--- config.mk ---
export PLATFORM = sky130hd
export DESIGN_NAME = vec_feature_sched
export DESIGN_NICKNAME = d
export VERILOG_FILES = /design/src/rtl/vec_feat_pkg.sv /design/src/rtl/vec_rr_arb2.sv /design/src/rtl/vec_feature_sched.sv
export SDC_FILE = /design/constraint.sdc
export NUM_CORES = 1
export LEC_CHECK = 0
export BUFFER_PORTS_ARGS = -buffer_cell sky130_fd_sc_hd__buf_2
export CAP_MARGIN = 10
export CELL_PAD_IN_SITES_DETAIL_PLACEMENT = 0
export CELL_PAD_IN_SITES_GLOBAL_PLACEMENT = 1
export CORE_AREA = 3 3 358 360
export DETAILED_ROUTE_END_ITERATION = 10
export DIE_AREA = 0 0 361 363
export GPL_TIMING_DRIVEN = 0
export PLACE_DENSITY_LB_ADDON = 0.1
export SKIP_LAST_GASP = 1
export SLEW_MARGIN = 20
export SYNTH_ARGS = -nofsm -noshare
export SYNTH_HDL_FRONTEND = slang
export SYNTH_SLANG_ARGS = --single-unit
--- constraint.sdc ---
create_clock -name clk -period 1.9 [get_ports clk]
set_input_delay 0 -clock clk [delete_from_list [all_inputs] [get_ports clk]]
set_output_delay 0 -clock clk [all_outputs]
set_load 0.01 [all_outputs]
--- src/rtl/vec_feat_pkg.sv ---
// Shared definitions for the vector feature scheduler: function/mode codes,
// vector geometry, FSM state type and small merge/range helpers.
package vec_feat_pkg;

   localparam logic [1:0] VEC_FUNC_SIZE  = 2'b01;
   localparam logic [1:0] VEC_FUNC_ARIT  = 2'b10;

   localparam logic [1:0] VEC_MODE_OFF   = 2'b00;
   localparam logic [1:0] VEC_MODE_SIZE  = 2'b01;
   localparam logic [1:0] VEC_MODE_ARIT  = 2'b10;
   localparam logic [1:0] VEC_MODE_SPLIT = 2'b11;

   localparam int VEC_LEN  = 20;
   localparam int VEC_HALF = 10;
   localparam int VEC_W    = 160;

   typedef enum logic [2:0] {
      ST_IDLE,
      ST_RD,
      ST_ISSUE,
      ST_WAIT,
      ST_WB
   } sched_state_e;

   // In split mode each requester owns one half; the feature unit always
   // returns the updated half in the low 80 bits of its result.
   function automatic logic [VEC_W-1:0] merge_vec(
      input logic [1:0]       mode,
      input logic [1:0]       func,
      input logic [VEC_W-1:0] old_vec,
      input logic [VEC_W-1:0] res_vec
   );
      logic [VEC_W-1:0] m;
      m = res_vec;
      if (mode == VEC_MODE_SPLIT) begin
         if (func == VEC_FUNC_SIZE)
            m = {res_vec[VEC_W/2-1:0], old_vec[VEC_W/2-1:0]};
         else
            m = {old_vec[VEC_W-1:VEC_W/2], res_vec[VEC_W/2-1:0]};
      end
      return m;
   endfunction

   // Packet index is 1-based and must fit in the vector (or half vector).
   function automatic logic n_pkt_ok(
      input logic [1:0] mode,
      input logic [7:0] n_pkt
   );
      logic ok;
      if (n_pkt == 8'd0)
         ok = 1'b0;
      else if (mode == VEC_MODE_SPLIT)
         ok = (n_pkt <= 8'(VEC_HALF));
      else
         ok = (n_pkt <= 8'(VEC_LEN));
      return ok;
   endfunction

endpackage

--- src/rtl/vec_rr_arb2.sv ---
// Two-requester round-robin arbiter with per-requester eligibility.
// Bit 0 = size requester, bit 1 = arit requester. The grant is combinational
// and already includes the request, so it doubles as the handshake.
module vec_rr_arb2 (
   input  logic       clk,
   input  logic       rst_n,
   input  logic       en,
   input  logic [1:0] req,
   input  logic [1:0] elig,
   output logic [1:0] gnt
);

   logic       ptr;
   logic [1:0] cand;

   assign cand = req & elig & {2{en}};

   // Pointer decides only on a true contention; single requests pass straight.
   always_comb begin
      gnt = cand;
      if (cand == 2'b11)
         gnt = ptr ? 2'b10 : 2'b01;
   end

   // Pointer flips after every grant and starts on the size requester.
   always_ff @(posedge clk) begin
      if (!rst_n)
         ptr <= 1'b0;
      else if (|gnt)
         ptr <= ~ptr;
   end

endmodule

--- src/rtl/vec_feature_sched.sv ---
// Sequencer/arbiter in front of the vector feature unit: grants one
// requester, reads the flow history, issues one update, merges the result
// and writes it back. Optional statistics counters: VEC_SCHED_STATS_EN.
//
// state    | meaning
// ---------+---------------------------------------------------------
// ST_IDLE  | arbitrate, capture request, range-check n_pkt
// ST_RD    | RAM read strobe for latched flow
// ST_ISSUE | history vector on the bus, feature unit strobe
// ST_WAIT  | wait for feature unit result, bounded by WAIT_TO
// ST_WB    | write merged vector back, done pulse
module vec_feature_sched
   import vec_feat_pkg::*;
#(
   parameter int         FLOW_AW = 10,
   parameter logic [7:0] THRESH  = 8'd20,
   parameter int         WAIT_TO = 8
) (
   input  logic               clk,
   input  logic               rst_n,
   input  logic [1:0]         cfg_vec_mode,
   input  logic               sz_valid,
   output logic               sz_ready,
   input  logic [FLOW_AW-1:0] sz_flow_id,
   input  logic [7:0]         sz_n_pkt,
   input  logic [7:0]         sz_data,
   input  logic               ar_valid,
   output logic               ar_ready,
   input  logic [FLOW_AW-1:0] ar_flow_id,
   input  logic [7:0]         ar_n_pkt,
   input  logic [7:0]         ar_data,
   output logic               mem_rd_en,
   output logic [FLOW_AW-1:0] mem_rd_addr,
   input  logic [VEC_W-1:0]   mem_rd_data,
   output logic               mem_wr_en,
   output logic [FLOW_AW-1:0] mem_wr_addr,
   output logic [VEC_W-1:0]   mem_wr_data,
   output logic [7:0]         fu_n_pkt,
   output logic [7:0]         fu_cur_data,
   output logic               fu_cur_data_v,
   output logic [VEC_W-1:0]   fu_hist_vec,
   output logic [1:0]         fu_vec_func,
   output logic [1:0]         fu_vec_mode,
   input  logic [VEC_W-1:0]   fu_vec_feature,
   input  logic               fu_vec_feature_v,
   output logic               done_v,
   output logic [FLOW_AW-1:0] done_flow_id,
   output logic [VEC_W-1:0]   done_vec,
   output logic               done_thrh,
   output logic               err_drop
`ifdef VEC_SCHED_STATS_EN
   ,
   input  logic               stat_clr,
   output logic [31:0]        stat_sz_cnt,
   output logic [31:0]        stat_ar_cnt,
   output logic [15:0]        stat_drop_cnt
`endif
);

   localparam int TO_W = (WAIT_TO < 2) ? 1 : $clog2(WAIT_TO);
   localparam logic [TO_W-1:0] TO_LOAD = TO_W'(WAIT_TO - 1);

   sched_state_e       state;
   logic [FLOW_AW-1:0] lat_flow;
   logic [7:0]         lat_n;
   logic [7:0]         lat_data;
   logic [1:0]         lat_func;
   logic [1:0]         lat_mode;
   logic [VEC_W-1:0]   old_vec;
   logic [TO_W-1:0]    to_cnt;

   logic [1:0]         gnt;
   logic [1:0]         elig;
   logic               arb_en;
   logic [FLOW_AW-1:0] sel_flow;
   logic [7:0]         sel_n;
   logic [7:0]         sel_data;
   logic [VEC_W-1:0]   merged_vec;

   assign elig[0] = (cfg_vec_mode == VEC_MODE_SIZE) || (cfg_vec_mode == VEC_MODE_SPLIT);
   assign elig[1] = (cfg_vec_mode == VEC_MODE_ARIT) || (cfg_vec_mode == VEC_MODE_SPLIT);
   // No ready while reset is asserted, so nothing looks accepted that is not.
   assign arb_en  = (state == ST_IDLE) && rst_n;

   vec_rr_arb2 u_arb (
      .clk   (clk),
      .rst_n (rst_n),
      .en    (arb_en),
      .req   ({ar_valid, sz_valid}),
      .elig  (elig),
      .gnt   (gnt)
   );

   assign sz_ready = gnt[0];
   assign ar_ready = gnt[1];

   assign sel_flow = gnt[1] ? ar_flow_id : sz_flow_id;
   assign sel_n    = gnt[1] ? ar_n_pkt   : sz_n_pkt;
   assign sel_data = gnt[1] ? ar_data    : sz_data;

   // RAM data arrives in ISSUE and goes straight through to the feature unit.
   assign fu_hist_vec = fu_cur_data_v ? mem_rd_data : '0;

   assign merged_vec = merge_vec(lat_mode, lat_func, old_vec, fu_vec_feature);

   // Sequencer: state, request latches, timeout counter and registered outputs.
   always_ff @(posedge clk) begin
      if (!rst_n) begin
         state         <= ST_IDLE;
         lat_flow      <= '0;
         lat_n         <= '0;
         lat_data      <= '0;
         lat_func      <= '0;
         lat_mode      <= '0;
         old_vec       <= '0;
         to_cnt        <= '0;
         mem_rd_en     <= 1'b0;
         mem_rd_addr   <= '0;
         mem_wr_en     <= 1'b0;
         mem_wr_addr   <= '0;
         mem_wr_data   <= '0;
         fu_n_pkt      <= '0;
         fu_cur_data   <= '0;
         fu_cur_data_v <= 1'b0;
         fu_vec_func   <= '0;
         fu_vec_mode   <= '0;
         done_v        <= 1'b0;
         done_flow_id  <= '0;
         done_vec      <= '0;
         done_thrh     <= 1'b0;
         err_drop      <= 1'b0;
      end else begin
         mem_rd_en     <= 1'b0;
         mem_rd_addr   <= '0;
         mem_wr_en     <= 1'b0;
         mem_wr_addr   <= '0;
         mem_wr_data   <= '0;
         fu_n_pkt      <= '0;
         fu_cur_data   <= '0;
         fu_cur_data_v <= 1'b0;
         fu_vec_func   <= '0;
         fu_vec_mode   <= '0;
         done_v        <= 1'b0;
         done_flow_id  <= '0;
         done_vec      <= '0;
         done_thrh     <= 1'b0;
         err_drop      <= 1'b0;

         case (state)
            ST_IDLE: begin
               if (|gnt) begin
                  lat_flow <= sel_flow;
                  lat_n    <= sel_n;
                  lat_data <= sel_data;
                  lat_func <= gnt[1] ? VEC_FUNC_ARIT : VEC_FUNC_SIZE;
                  lat_mode <= cfg_vec_mode;
                  if (n_pkt_ok(cfg_vec_mode, sel_n)) begin
                     state       <= ST_RD;
                     mem_rd_en   <= 1'b1;
                     mem_rd_addr <= sel_flow;
                  end else begin
                     err_drop <= 1'b1;
                  end
               end
            end

            ST_RD: begin
               state         <= ST_ISSUE;
               fu_cur_data_v <= 1'b1;
               fu_n_pkt      <= lat_n;
               fu_cur_data   <= lat_data;
               fu_vec_func   <= lat_func;
               fu_vec_mode   <= lat_mode;
            end

            ST_ISSUE: begin
               old_vec <= mem_rd_data;
               to_cnt  <= TO_LOAD;
               state   <= ST_WAIT;
            end

            ST_WAIT: begin
               if (fu_vec_feature_v) begin
                  state        <= ST_WB;
                  mem_wr_en    <= 1'b1;
                  mem_wr_addr  <= lat_flow;
                  mem_wr_data  <= merged_vec;
                  done_v       <= 1'b1;
                  done_flow_id <= lat_flow;
                  done_vec     <= merged_vec;
                  done_thrh    <= (lat_n == THRESH);
               end else if (to_cnt == '0) begin
                  state    <= ST_IDLE;
                  err_drop <= 1'b1;
               end else begin
                  to_cnt <= to_cnt - 1'b1;
               end
            end

            ST_WB: begin
               state <= ST_IDLE;
            end

            default: begin
               state <= ST_IDLE;
            end
         endcase
      end
   end

`ifdef VEC_SCHED_STATS_EN
   // Saturating activity counters: completed updates per function and drops.
   always_ff @(posedge clk) begin
      if (!rst_n || stat_clr) begin
         stat_sz_cnt   <= '0;
         stat_ar_cnt   <= '0;
         stat_drop_cnt <= '0;
      end else begin
         if (state == ST_WB && lat_func == VEC_FUNC_SIZE && stat_sz_cnt != '1)
            stat_sz_cnt <= stat_sz_cnt + 1'b1;
         if (state == ST_WB && lat_func == VEC_FUNC_ARIT && stat_ar_cnt != '1)
            stat_ar_cnt <= stat_ar_cnt + 1'b1;
         if (err_drop && stat_drop_cnt != '1)
            stat_drop_cnt <= stat_drop_cnt + 1'b1;
      end
   end
`endif

endmodule

* Word-level counts from Yosys, hierarchy flattened
Cells that the tools add are included. W data, S select, Z words.
Word-level totals: register bits after elaboration 402, input bits 379, output and inout port bits 538, word-level logic and storage cells 88
Cells by class: add/sub/neg operators 1, $lt $le $gt $ge 2, eq/ne operators 15, multiplexer cells 30, bitwise logic cells 3, reductions and logical operators 16
Operator list (number):
- $mux W160 | 3
- $mux W3 | 6
- $mux W8 | 2
- $mux W1 | 12
- $pmux W3 S4 | 1
- $reduce_and A3 Y1 | 4
- $mux W10 | 1
- $eq A2 B2 Y1 const B | 4
- $eq A8 B5 Y1 const B | 1
- $le A8 B4 Y1 const B | 1
- $le A8 B5 Y1 const B | 1
- $logic_not A8 Y1 | 1
- $eq A3 B2 Y1 const B | 2
- $logic_not A3 Y1 | 2
- $mux W2 | 3
- $pmux W3 S2 | 1
- $reduce_and A2 Y1 | 3
- $and A2 B2 Y2 | 2
- $eq A2 B1 Y1 const B | 2
- $ne A2 B1 Y1 const B | 2
- $ne A2 B2 Y1 const B | 2
- $reduce_and A4 Y1 | 1
- $eq A3 B1 Y1 const B | 1
- $ne A3 B3 Y1 const B | 1
- other kinds (7) | 8

* Longest topological paths before layout
Gate-level depths: netlist of the first run.
word-level depth 16, gate-level depth with buffers 8, mapped depth without buffers 7

* Modules after synthesis
A second synthesis of the first run with hierarchy kept.
Second synthesis, totals: cell total of the unflattened synthesis 2081, area total of the unflattened synthesis 17000.1 µm²
By module, submodules not included:
- vec_feature_sched | times used 1, cells each 2071, area an instance 16918.7 µm², sequential area each 8027.7 µm²
- vec_rr_arb2 | times used 1, cells each 10, area an instance 81.3 µm², sequential area each 20.0 µm²

* Worst setup path after synthesis of the first run
Ideal clock, no wire load.
path type flip-flop to flip-flop, from register state[0], to register lat_data[0], setup time 0.066 ns, arrival 1.600 ns, data required time 1.834 ns, path slack 0.234 ns, stages on the path, launching flop included 7, buffers on the path 1, period minus slack after synthesis 1.666 ns, path through dfxtp_1 > buf_2 > nor4b_4 > nand3_1 > a31oi_2 > a222oi_1 > nor2_1
On the way: cells in the longest elaborated chain, start to end 7, elaborated cells on any way between the ends 8, classes of those cells 1 x eq/ne; 2 x mux; 1 x bitwise; 4 x reduce/logical
Ends and longest elaborated chain:
- from (decl) | line vec_feature_sched.sv:63 | sched_state_e state;
- from (signal assigned) | line vec_feature_sched.sv:109 | state <= ST_IDLE;
- from (signal assigned) | line vec_feature_sched.sv:158 | state <= ST_RD;
- from (signal assigned) | line vec_feature_sched.sv:168 | state <= ST_ISSUE;
- $logic_not A3 Y1 * | line vec_feature_sched.sv:83 | assign arb_en = (state == ST_IDLE) && rst_n;
- $logic_and A1 B1 Y1 * | line vec_feature_sched.sv:83
- $and A2 B2 Y2 * | line vec_rr_arb2.sv:16 | assign cand = req & elig & {2{en}};
- $eq A2 B2 Y1 | line vec_rr_arb2.sv:21 | if (cand == 2'b11)
- $mux W2 * | line vec_rr_arb2.sv:21
- net sz_ready | line vec_feature_sched.sv:23 | output logic sz_ready,
- $reduce_or A2 Y1 * | line vec_feature_sched.sv:151 | if (|gnt) begin
- $reduce_and A2 Y1 (no line) *
- to (signal assigned) | line vec_feature_sched.sv:154 | lat_data <= sel_data;
- to (decl) | line vec_feature_sched.sv:66 | logic [7:0] lat_data;
The timed path passes the listed nets; every way through them passes the cells marked *. A chain may end at the register's enable or synchronous reset.

* Final worst setup path of the first run
from register state[1], to register err_drop
On the way: cells in the longest elaborated chain, start to end 15, elaborated cells on any way between the ends 19, classes of those cells 2 x order compare; 2 x eq/ne; 10 x mux; 1 x bitwise; 4 x reduce/logical
Ends and longest elaborated chain:
- $logic_not A3 Y1 | line vec_feature_sched.sv:83, vec_feature_sched.sv:149
- $logic_and A1 B1 Y1 | line vec_feature_sched.sv:83
- $and A2 B2 Y2 | line vec_rr_arb2.sv:16
- $eq A2 B2 Y1 | line vec_rr_arb2.sv:21
- $mux W2 | line vec_rr_arb2.sv:21
- $mux W8 | line vec_feature_sched.sv:98 | assign sel_n = gnt[1] ? ar_n_pkt : sz_n_pkt;
- $le A8 B5 Y1 / $le A8 B4 Y1 (equally long branches) | line vec_feat_pkg.sv:55, vec_feat_pkg.sv:53
- $mux W1 | line vec_feat_pkg.sv:52 | else if (mode == VEC_MODE_SPLIT)
- $mux W1 | line vec_feat_pkg.sv:50 | if (n_pkt == 8'd0)
- $mux W1 | line vec_feature_sched.sv:151
- $mux W1 | line vec_feature_sched.sv:149 | case (state)
- $mux W1 | line vec_feature_sched.sv:108 | if (!rst_n) begin
- $mux W1 | line vec_feature_sched.sv:157 | if (n_pkt_ok(cfg_vec_mode, sel_n)) begin
- $mux W1 | line vec_feature_sched.sv:151
- $pmux W1 S2 * | line vec_feature_sched.sv:149
- to (signal assigned) | line vec_feature_sched.sv:131 | err_drop <= 1'b0;
- to (signal assigned) | line vec_feature_sched.sv:147 | err_drop <= 1'b0;
- to (signal assigned) | line vec_feature_sched.sv:162 | err_drop <= 1'b1;
- to (decl) | line vec_feature_sched.sv:50 | output logic err_drop
Every way passes the cells marked *; elsewhere a longest branch is shown, timed or not. The select of a mux whose other input is x is not followed.

==> results_dict.tcl, run 1 <==
set metrics [dict create \
    drtAntennaViolNets 0 \
    tightestPinTransition_ns 0.881 \
    synth_top_area_cell "dfxtp_1" \
    tritoncts "built" \
    rr_worst_depth 8 \
    synthFlopType "dfxtp_1" \
    die_w_um 361 \
    run_status "complete, but fails checks" \
    fin_worst_skew_ns 0.0153 \
    gp_congestion 0.812 \
    antenna_found_initial 17 \
    violations "negative setup slack" \
    period_share_pct 101 \
    cts_buffers 55 \
    slew_viol_final 0 \
    setup_ws_ns -0.0196 \
    vias_per_cell 3.78 \
    critPathLaunchType "register" \
    dp_cells 4635 \
    first_global_vias 20500 \
    min_from "ar_flow_id[2]" \
    slew_headroom_pct 41.3 \
    portBuffers 916 \
    syn_inst 2065 \
    dieArea_mm2 0.131 \
    hold_depth 4 \
    hold_violations 0 \
    grt_pass1_wl_um 151000 \
    grt.overflow.total 0 \
    drc_errors 0 \
    hold_end "mem_rd_addr[2]$_SDFF_PN0_" \
    core_area_mm2 0.125 \
    final_cell_mix "buf_2 (927), nand2_1 (521), dfxtp_1 (398), dlygate4sd3_1 (379), a21oi_1 (245)" \
    hpwlAfterDp_um 87700 \
    yosysTopAreaCellShare_pct 47.4 \
    synth.distinct_cells 46 \
    cts_max_level 2 \
    insertion_delay_ns 0.63 \
    num_vias 19400 \
    synth_edf_count 0 \
    track_usage_pct 16.0 \
    grt_max_degree 14 \
    rr_endpoint "err_drop$_SDFF_PN0_" \
    yosys_warnings 0 \
    synth_seq_area_share_pct 47.4 \
    drtPass1Iterations 5 \
    async_flop_share_pct 0 \
    initial_core_util_pct 13.5 \
    layout.cells.non_filler 5133 \
    avgSynthCellArea_um2 8.22 \
    synthesis.nets 2446 \
    period_needed_ns 1.92 \
    clock-root-buffer "clkbuf_16" \
    crit_arrival_ns 2.44 \
    max_freq_ghz 0.521 \
    path_clk_slew_ns 0.07 \
    max-cap-violations 0 \
    hold_ws_ns 0.169 \
    drt_wl_total_um 110000 \
    rows 130 \
    timing.rr.start "state[1]$_SDFFE_PN0P_" \
    clockBufferDepth 3 \
    critPathCaptureType "register" \
    setup_viol 3 \
    io_pins 917 \
    rsz0062_at_grt "yes" \
    drt_iter0_markers 693 \
    cp_max_fo 5 \
    p_leak_uw 0.0140 \
    p_per_area_mw_per_mm2 720 \
    path_class "register to register" \
    r2r_slack_ns -0.02 \
    n_fill_cell 13900 \
    final_common_cell "buf_2" \
    hold_class "input pin to register" \
    clock-sinks 402 \
    area_growth_pct 77.3 \
    layout-drive-gt1-share_pct 38.1 \
    drt-wirelength-per-cell_um 21.4 \
    ys_seq_elements 402 \
    synth.area.top_cells "dfxtp_1 (47%), nand2_1 (12%), buf_4 (7.6%)" \
    finalPower_uw 21600 \
    die_h_um 363 \
    ir_drop_mv 0.569 \
    layout.nets 3819 \
    cp.required_ns 2.42 \
    syn-cell-area_mm2 0.0170 \
]
==> kinds of logic (layout without fill, tap and decap cells) <==
family          count (synthesis)  in the layout  synth area share (%)
other cells                     0              6                     0
xor+xnor                        2              2                 0.103
buf+inv                       334           1746                  11.4
compound gates                392            392                  14.0
mux                            80             80                  4.72
simple gates                  853            853                  22.2
fa+ha+maj                       2              2                 0.147
flops                         402            402                  47.4
==> synth_stat cells (2+ instances only) <==
library cell	count
a211oi_1	83
buf_2	21
and2_1	192
clkbuf_1	125
buf_4	172
dfxtp_1	402
nor4b_1	3
mux2i_1	80
nand3_1	3
a21oi_1	248
nor2b_1	2
buf_1	6
nor2_1	111
a31oi_1	10
nand2_1	527
a2111oi_0	2
a32oi_1	11
a311oi_2	3
ha_1	2
nand2b_1	3
a222oi_1	8
o21ai_0	16
inv_1	6
a311oi_1	5
nor3_1	3
==> what timing repair did <==
item | 4_1_cts | 5_1_grt
cloned | 3 | 1
setup buffers | 15 | 5
pin swaps | 3 | 2
endpoints found under the setup margin | 526 | 252
resized for setup | 153 | 68
endpoints found under the hold margin | 363 | 0
hold buffers | 379 | 0
==> report_power, final <==
group / switching [uW] / internal [uW]
Sequential: 68.9 / 8550
Combinational: 1180 / 1180
Clock: 4250 / 6420
==> cell type report <==
type / count / area, um2 / area share, %
timing repair buffer: 1322 / 8760 / 29.1
buffer: 320 / 2260 / 7.50
clock buffer: 85 / 1640 / 5.46
antenna: 6 / 15.0 / 0.0499
sequential: 402 / 8060 / 26.8
clock inverter: 11 / 168 / 0.557
inverter: 8 / 35.0 / 0.116
multi-input combinational: 1329 / 7080 / 23.5
tap: 1650 / 2060 / 6.86
==> routing by layer <==
layer / global-route usage [%] / wire length [um] / vias up / share of wire, %
met5: 0 / 13 / - / 0.012
li1: - / - / 9401 / -
met4: 3.83 / 2260 / 2 / 2.0
met1: 19.9 / 47200 / 9227 / 43
met2: 28.8 / 55000 / 662 / 50
met3: 2.61 / 5650 / 112 / 5.1
==> worst max path at each step <==
stage                                endpoint  slack, ns                      from
floorplan            lat_data[0]$_SDFFE_PN0P_       0.23     state[0]$_SDFFE_PN0P_
global placement      done_vec[72]$_SDFF_PN0_      -2.50     state[1]$_SDFFE_PN0P_
detailed placement    done_vec[72]$_SDFF_PN0_      -1.57  lat_mode[1]$_SDFFE_PN0P_
CTS                           fu_hist_vec[79]      -0.18  fu_cur_data_v$_SDFF_PN0_
global route        mem_rd_addr[0]$_SDFF_PN0_      -0.11     state[1]$_SDFFE_PN0P_
finish                    err_drop$_SDFF_PN0_      -0.02     state[1]$_SDFFE_PN0P_
==> critical path: stages, from the launching register on <==
cell,delay (ns)
dfxtp_4,0.36
nor4b_4,0.26
buf_6,0.17
o2111ai_4,0.16
buf_6,0.18
a2111oi_4,0.17
buf_4,0.20
a21oi_1,0.10
a21o_1,0.21
==> stage by stage <==
stage	setup TNS [ns]	setup WS [ns]	util, %	cell area [um2]
after global routing	-0.980	-0.109	24.0	30100
after detailed placement	-285.87	-1.57	18.9	23700
after global placement	-585.87	-2.50	18.8	23600
final	-0.0495	-0.0196	24.0	30100
after floorplan	0	0.234	-	17000
after CTS	-5.86	-0.182	23.9	30000
==> flip-flops by register name, summed over array words and instances (netlist names), 2 cells and up <==
signal,cells
fu_n_pkt,8
old_vec,160
lat_mode,2
lat_n,8
lat_data,8
fu_vec_mode,2
lat_func,2
done_vec,160
done_flow_id,10
fu_vec_func,2
lat_flow,10
mem_rd_addr,10
state,3
fu_cur_data,8
to_cnt,3
No activity file was read; power rests on OpenSTA's default activity.
==> run 2, diff against run 1 <==
--- a/config.mk
+++ b/config.mk
@@ -7,13 +7,10 @@
 export LEC_CHECK = 0
 export BUFFER_PORTS_ARGS = -buffer_cell sky130_fd_sc_hd__buf_2
 export CAP_MARGIN = 10
-export CELL_PAD_IN_SITES_DETAIL_PLACEMENT = 0
-export CELL_PAD_IN_SITES_GLOBAL_PLACEMENT = 1
-export CORE_AREA = 3 3 358 360
+export CORE_AREA = 3 3 355 357
 export DETAILED_ROUTE_END_ITERATION = 10
-export DIE_AREA = 0 0 361 363
+export DIE_AREA = 0 0 358 360
 export GPL_TIMING_DRIVEN = 0
-export PLACE_DENSITY_LB_ADDON = 0.1
 export SKIP_LAST_GASP = 1
 export SLEW_MARGIN = 20
 export SYNTH_ARGS = -nofsm -noshare
==> constraint.sdc (replaced) <==
create_clock -name clk -period 1.8 [get_ports clk]
set_input_delay 0 -clock clk [delete_from_list [all_inputs] [get_ports clk]]
set_output_delay 0 -clock clk [all_outputs]
set_load 0.01 [all_outputs]
==> run 2 against run 1 <==
  * Combinational power increased by 18%
  * Core utilization rose by 2.0 points
  * Clock power shrank 7%
  * Sequential share of layout area fell by 1.6 points
  * Highest routed layer unchanged
  * Critical path depth increased by 1
  * Power increased by 1.2%
  * Fmax down 4.6%
  * The flow still finishes with violations (negative setup slack)
  * Non-clock buffer count rose by 40
  * Setup slack got worse by 0.19 ns
==> results_dict.tcl, run 2 (synthesis gave the netlist of run 1 again) <==
set metrics [dict create \
    crit_family "buffers and inverters" \
    layout-drive-gt1-share_pct 43.3 \
    tritoncts "built" \
    clock-root-buffer "clkbuf_16" \
    insertion_delay_ns 0.63 \
    rsz0062_at_grt "yes" \
    setup_viol 82 \
    hold_violations 0 \
    path_clk_slew_ns 0.06 \
    clock-sinks 402 \
    dieArea_mm2 0.129 \
    cp.required_ns 2.34 \
    die_h_um 360 \
    crit_chain "nor4b_4 -> buf_4 -> o2111ai_4 -> buf_6 -> a2111oi_4 -> buf_4 -> buf_6 -> a32oi_1 -> nor2_1" \
    slew_headroom_pct 47.4 \
    cts_buffers 48 \
    grt.overflow.total 0 \
    hpwlAfterDp_um 96600 \
    cts_max_level 2 \
    final_util_pct 26.0 \
    regArea_mm2 0.00807 \
    max-cap-violations 0 \
    critPathLaunchType "register" \
    drt_iter0_markers 1594 \
    setup_ws_ns -0.212 \
    violations "negative setup slack" \
    layout.nets 3852 \
    crit_buf_inv 4 \
    crit_arrival_ns 2.56 \
    multiInputGateArea_mm2 0.00757 \
    met2_usage_pct 29.9 \
    final_common_cell "buf_2" \
    hold_class "input pin to register" \
    final_cell_mix "buf_2 (839), nand2_1 (515), dfxtp_1 (395), dlygate4sd3_1 (379), a21oi_1 (227)" \
    core_area_mm2 0.123 \
    antenna_found_initial 20 \
    drt-wirelength-per-cell_um 24.3 \
    run_status "complete, but fails checks" \
    vias_per_cell 4.05 \
    reg.largest.list "done_vec (160), old_vec (160)" \
    n_fill_cell 13100 \
    gr-usage-met3_pct 4.15 \
    ir_drop_mv 0.686 \
    cp_max_fo 5 \
    slew_viol_final 0 \
    io_pins 917 \
    drc_errors 0 \
    gp_congestion 0.910 \
    grt_busiest_layer "met2" \
    p_per_area_mw_per_mm2 683 \
    slowest_delay_ns 0.36 \
    p_leak_uw 0.0147 \
    grt_util_met1_pct 23.3 \
    grt_pass1_wl_um 163000 \
    hold_ws_ns 0.170 \
    drtPass1Iterations 5 \
    crit_path_top_delay_cell "dfxtp_4" \
    crit_start "state[0]$_SDFFE_PN0P_" \
    clockBufferDepth 3 \
    first_global_vias 20500 \
    portBuffers 916 \
    period_share_pct 112 \
    area_growth_pct 88.9 \
    rows 129 \
    path_class "register to register" \
    grt_max_degree 15 \
    track_usage_pct 18.1 \
    critPathCaptureType "register" \
    period_needed_ns 2.01 \
    drtAntennaViolNets 0 \
    min_from "mem_rd_data[143]" \
    initial_core_util_pct 13.8 \
    drt_wl_total_um 125000 \
    tightestPinTransition_ns 0.789 \
    timing.rr.start "state[0]$_SDFFE_PN0P_" \
    fin_worst_skew_ns 0.0266 \
    max_freq_ghz 0.497 \
    num_vias 20900 \
    die_w_um 358 \
]
-- run 2: cell types whose count changed in the layout (fill, tap and decap cells not counted), moves of 15 or more --
cell | before | now
buf_2 | 927 | 839
and2_4 | 3 | 89
a21oi_1 | 245 | 227
buf_6 | 15 | 107
clkbuf_1 | 63 | 33
and2_1 | 189 | 104
a21oi_2 | 2 | 17
-- run 2: worst paths after layout --
check | endpoint | slack [ns] | cells after the start
setup / recovery | mem_rd_addr[9]$_SDFF_PN0_ | -0.21 | 9
setup reg to reg | mem_rd_addr[9]$_SDFF_PN0_ | -0.21 | 9
hold reg to reg | done_flow_id[0]$_SDFF_PN0_ | 0.45 | 1
hold / removal | old_vec[143]$_SDFFE_PN0P_ | 0.17 | 4
-- run 2: per-layer routing --
layer  part of all wire [%]  up-vias
li1                       -     9485
met1                     43    10100
met2                     46     1085
met3                    7.5      215
met5                  0.041        -
met4                    3.8       10
-- run 2: through the flow --
step | cell area [um2] | power [uW] | TNS [ns] | setup WS (ns) | cells
detailed placement | 23800 | 11000 | -302.67 | -1.45 | 4629
CTS | 31200 | 22000 | -21.29 | -0.219 | 5139
global route | 32000 | 22600 | -16.06 | -0.268 | 5143
global placement | 23600 | 11000 | -877.04 | -3.26 | 4618
finish | 32100 | 21900 | -5.94 | -0.212 | 5152
floorplan | 17000 | 9950 | 0 | 0.134 | 2065
-- run 2: report_power, final --
part | leakage [uW] | internal, uW | switching [uW]
clock | 0.000788 | 5700 | 4320
combinational | 0.0107 | 1390 | 1390
sequential | 0.00325 | 9020 | 82.5
total | 0.0147 | 16100 | 5790
-- run 2: tightest hold or removal path: cells and delay by family --
family	cells	cell delay, ns
buffers and inverters	2	0.66
AND/OR/NAND/NOR	1	0.05
AO/OA/AOI/OAI	1	0.05
-- run 2: layout make-up --
| cell class | count | area share, % |
|---|---|---|
| inverter | 8 | 0.109 |
| multi-input combinational | 1329 | 23.6 |
| antenna | 9 | 0.0703 |
| timing repair buffer | 1366 | 31.3 |
| sequential | 402 | 25.2 |
| tap | 1637 | 6.39 |
| buffer | 316 | 8.37 |
| clock buffer | 63 | 4.17 |
| clock inverter | 22 | 0.792 |
-- run 2: repair_timing --
action,CTS,global route
pin swaps,57,62
endpoints found under the setup margin,529,414
setup buffers,36,10
cloned,15,4
resized for setup,371,247
hold buffers,379,0
endpoints found under the hold margin,364,0
==> run 3, diff against run 2 <==
--- a/config.mk
+++ b/config.mk
@@ -7,9 +7,9 @@
 export LEC_CHECK = 0
 export BUFFER_PORTS_ARGS = -buffer_cell sky130_fd_sc_hd__buf_2
 export CAP_MARGIN = 10
-export CORE_AREA = 3 3 355 357
+export CORE_AREA = 3 3 358 360
 export DETAILED_ROUTE_END_ITERATION = 10
-export DIE_AREA = 0 0 358 360
+export DIE_AREA = 0 0 361 363
 export GPL_TIMING_DRIVEN = 0
 export SKIP_LAST_GASP = 1
 export SLEW_MARGIN = 20
==> run 3 against run 2 <==
  * Fmax up 3.2%
  * Sequential share of layout area down 0.98 points
  * Cell area rose by 4.0%
  * Critical endpoint is now mem_rd_addr[0]$_SDFF_PN0_
  * Critical path depth shrank 1
  * Core utilization grew 0.60 points
  * The run still ends with negative setup slack left
  * Largest power group unchanged
  * Critical path type is now input pin to register
==> results_dict.tcl, run 3 (synthesis gave the netlist of run 1 again) <==
set metrics [dict create \
    cts_max_level 2 \
    setup_viol 139 \
    drtPass1Iterations 7 \
    io_pins 917 \
    cts_buffers 49 \
    drt_iter0_markers 1982 \
    drtAntennaViolNets 0 \
    critPathLaunchType "input pin" \
    crit_arrival_ns 2.51 \
    path_clk_slew_ns 0.07 \
    clockBufferDepth 3 \
    rsz0062_at_grt "yes" \
    hold_violations 0 \
    area_growth_pct 96.5 \
    run_status "complete, but fails checks" \
    setup_ws_ns -0.149 \
    tightestPinTransition_ns 1.14 \
    vias_per_cell 4.13 \
    insertion_delay_ns 0.64 \
    clock-sinks 402 \
    drc_errors 0 \
    r2r_slack_ns -0.14 \
    cp_max_fo 10 \
    layout.cells.non_filler 5183 \
    drt_wl_total_um 131000 \
    dieArea_mm2 0.131 \
    portBuffers 916 \
    fin_worst_skew_ns 0.0240 \
    hold_class "input pin to register" \
    track_usage_pct 18.0 \
    final_util_pct 26.6 \
    final_cell_mix "buf_2 (807), nand2_1 (450), dfxtp_1 (397), dlygate4sd3_1 (379), buf_4 (210)" \
    num_vias 21400 \
    violations "negative setup slack" \
    grt_max_degree 15 \
    critPathCaptureType "register" \
    dp_cells 4641 \
    pre_cts_ws_ns -1.55 \
    max_freq_ghz 0.513 \
    first_global_vias 20700 \
    hold_ws_ns 0.177 \
    p_leak_uw 0.0153 \
    p_per_area_mw_per_mm2 690 \
    period_share_pct 108 \
    cp.required_ns 2.36 \
    clock-root-buffer "clkbuf_16" \
    grt.overflow.total 0 \
    drt-wirelength-per-cell_um 25.2 \
    period_needed_ns 1.95 \
    path_class "input pin to register" \
    reg.largest.list "done_vec (160), old_vec (160)" \
    ir_drop_mv 0.609 \
    antenna_found_initial 20 \
    grt_pass1_wl_um 165000 \
    max-cap-violations 0 \
    initial_core_util_pct 13.5 \
    die_h_um 363 \
    layout.nets 3866 \
    tritoncts "built" \
    layout-drive-gt1-share_pct 47.0 \
    rows 130 \
    die_w_um 361 \
    finalPower_uw 23000 \
    slew_headroom_pct 24.2 \
    hpwlAfterDp_um 98400 \
    slew_viol_final 0 \
    core_area_mm2 0.125 \
    gp_congestion 0.931 \
    final_common_cell "buf_2" \
]
## run 3: cell types whose count changed in the layout (fill, tap and decap cells not counted), sizes merged
cell	change
buf	+27
bufbuf	-2
bufinv	+3
clkbuf	-6
clkinv	-7
diode	+2
inv	+1
## run 3: metal layers
layer	GRT usage [%]	wire length [um]
met5	0	0
met4	6.48	5670
met3	4.22	10400
met2	28.9	58800
met1	23.6	55600
## run 3: final timing paths
path                                          startpoint                   endpoint  depth (start not counted)
worst max-delay path                         sz_n_pkt[4]  mem_rd_addr[0]$_SDFF_PN0_                          8
worst min-delay path                     mem_rd_data[63]   old_vec[63]$_SDFFE_PN0P_                          4
worst max register to register     state[2]$_SDFFE_PN0P_  mem_rd_addr[3]$_SDFF_PN0_                          9
worst min register to register  old_vec[17]$_SDFFE_PN0P_    done_vec[17]$_SDFF_PN0_                          2
## run 3: worst max-delay path, stage by stage
cell           delay (ns)
dlygate4sd3_1        0.56
buf_2                0.18
a2111oi_0            0.38
o21ai_0              0.16
a211oi_1             0.41
clkbuf_1             0.49
a32oi_1              0.19
nor2_1               0.13
## run 3: metrics by stage
stage / area [um2] / TNS (ns)
3_5_place_dp: 23900 / -315.72
4_1_cts: 30600 / -12.68
2_1_floorplan: 17000 / 0
6_report: 33300 / -7.33
3_3_place_gp: 23600 / -869.72
5_1_grt: 33300 / -22.58
## run 3: final cells by class
class / count / area (um2)
Antenna cell: 11 / 27.5
Buffer: 317 / 2630
Clock buffer: 69 / 1410
Clock inverter: 19 / 324
Fill cell: 13200 / 92100
Inverter: 8 / 35.0
Multi-Input combinational cell: 1329 / 8150
Sequential cell: 402 / 8060
Tap cell: 1650 / 2060
Timing Repair Buffer: 1378 / 10600
## run 3: what timing repair did
item | CTS | global route
setup endpoints to repair | 541 | 476
buffers inserted | 25 | 22
gates cloned | 8 | 20
pin swaps | 12 | 179
gates resized for setup | 264 | 614
hold endpoints to repair | 364 | 0
hold buffers | 379 | 0
## run 3: power breakdown
part           total [uW]  internal, uW  switching [uW]
sequential           9100          9020            82.7
clock               10900          6390            4530
combinational        2990          1480            1500
total               23000         16900            6110
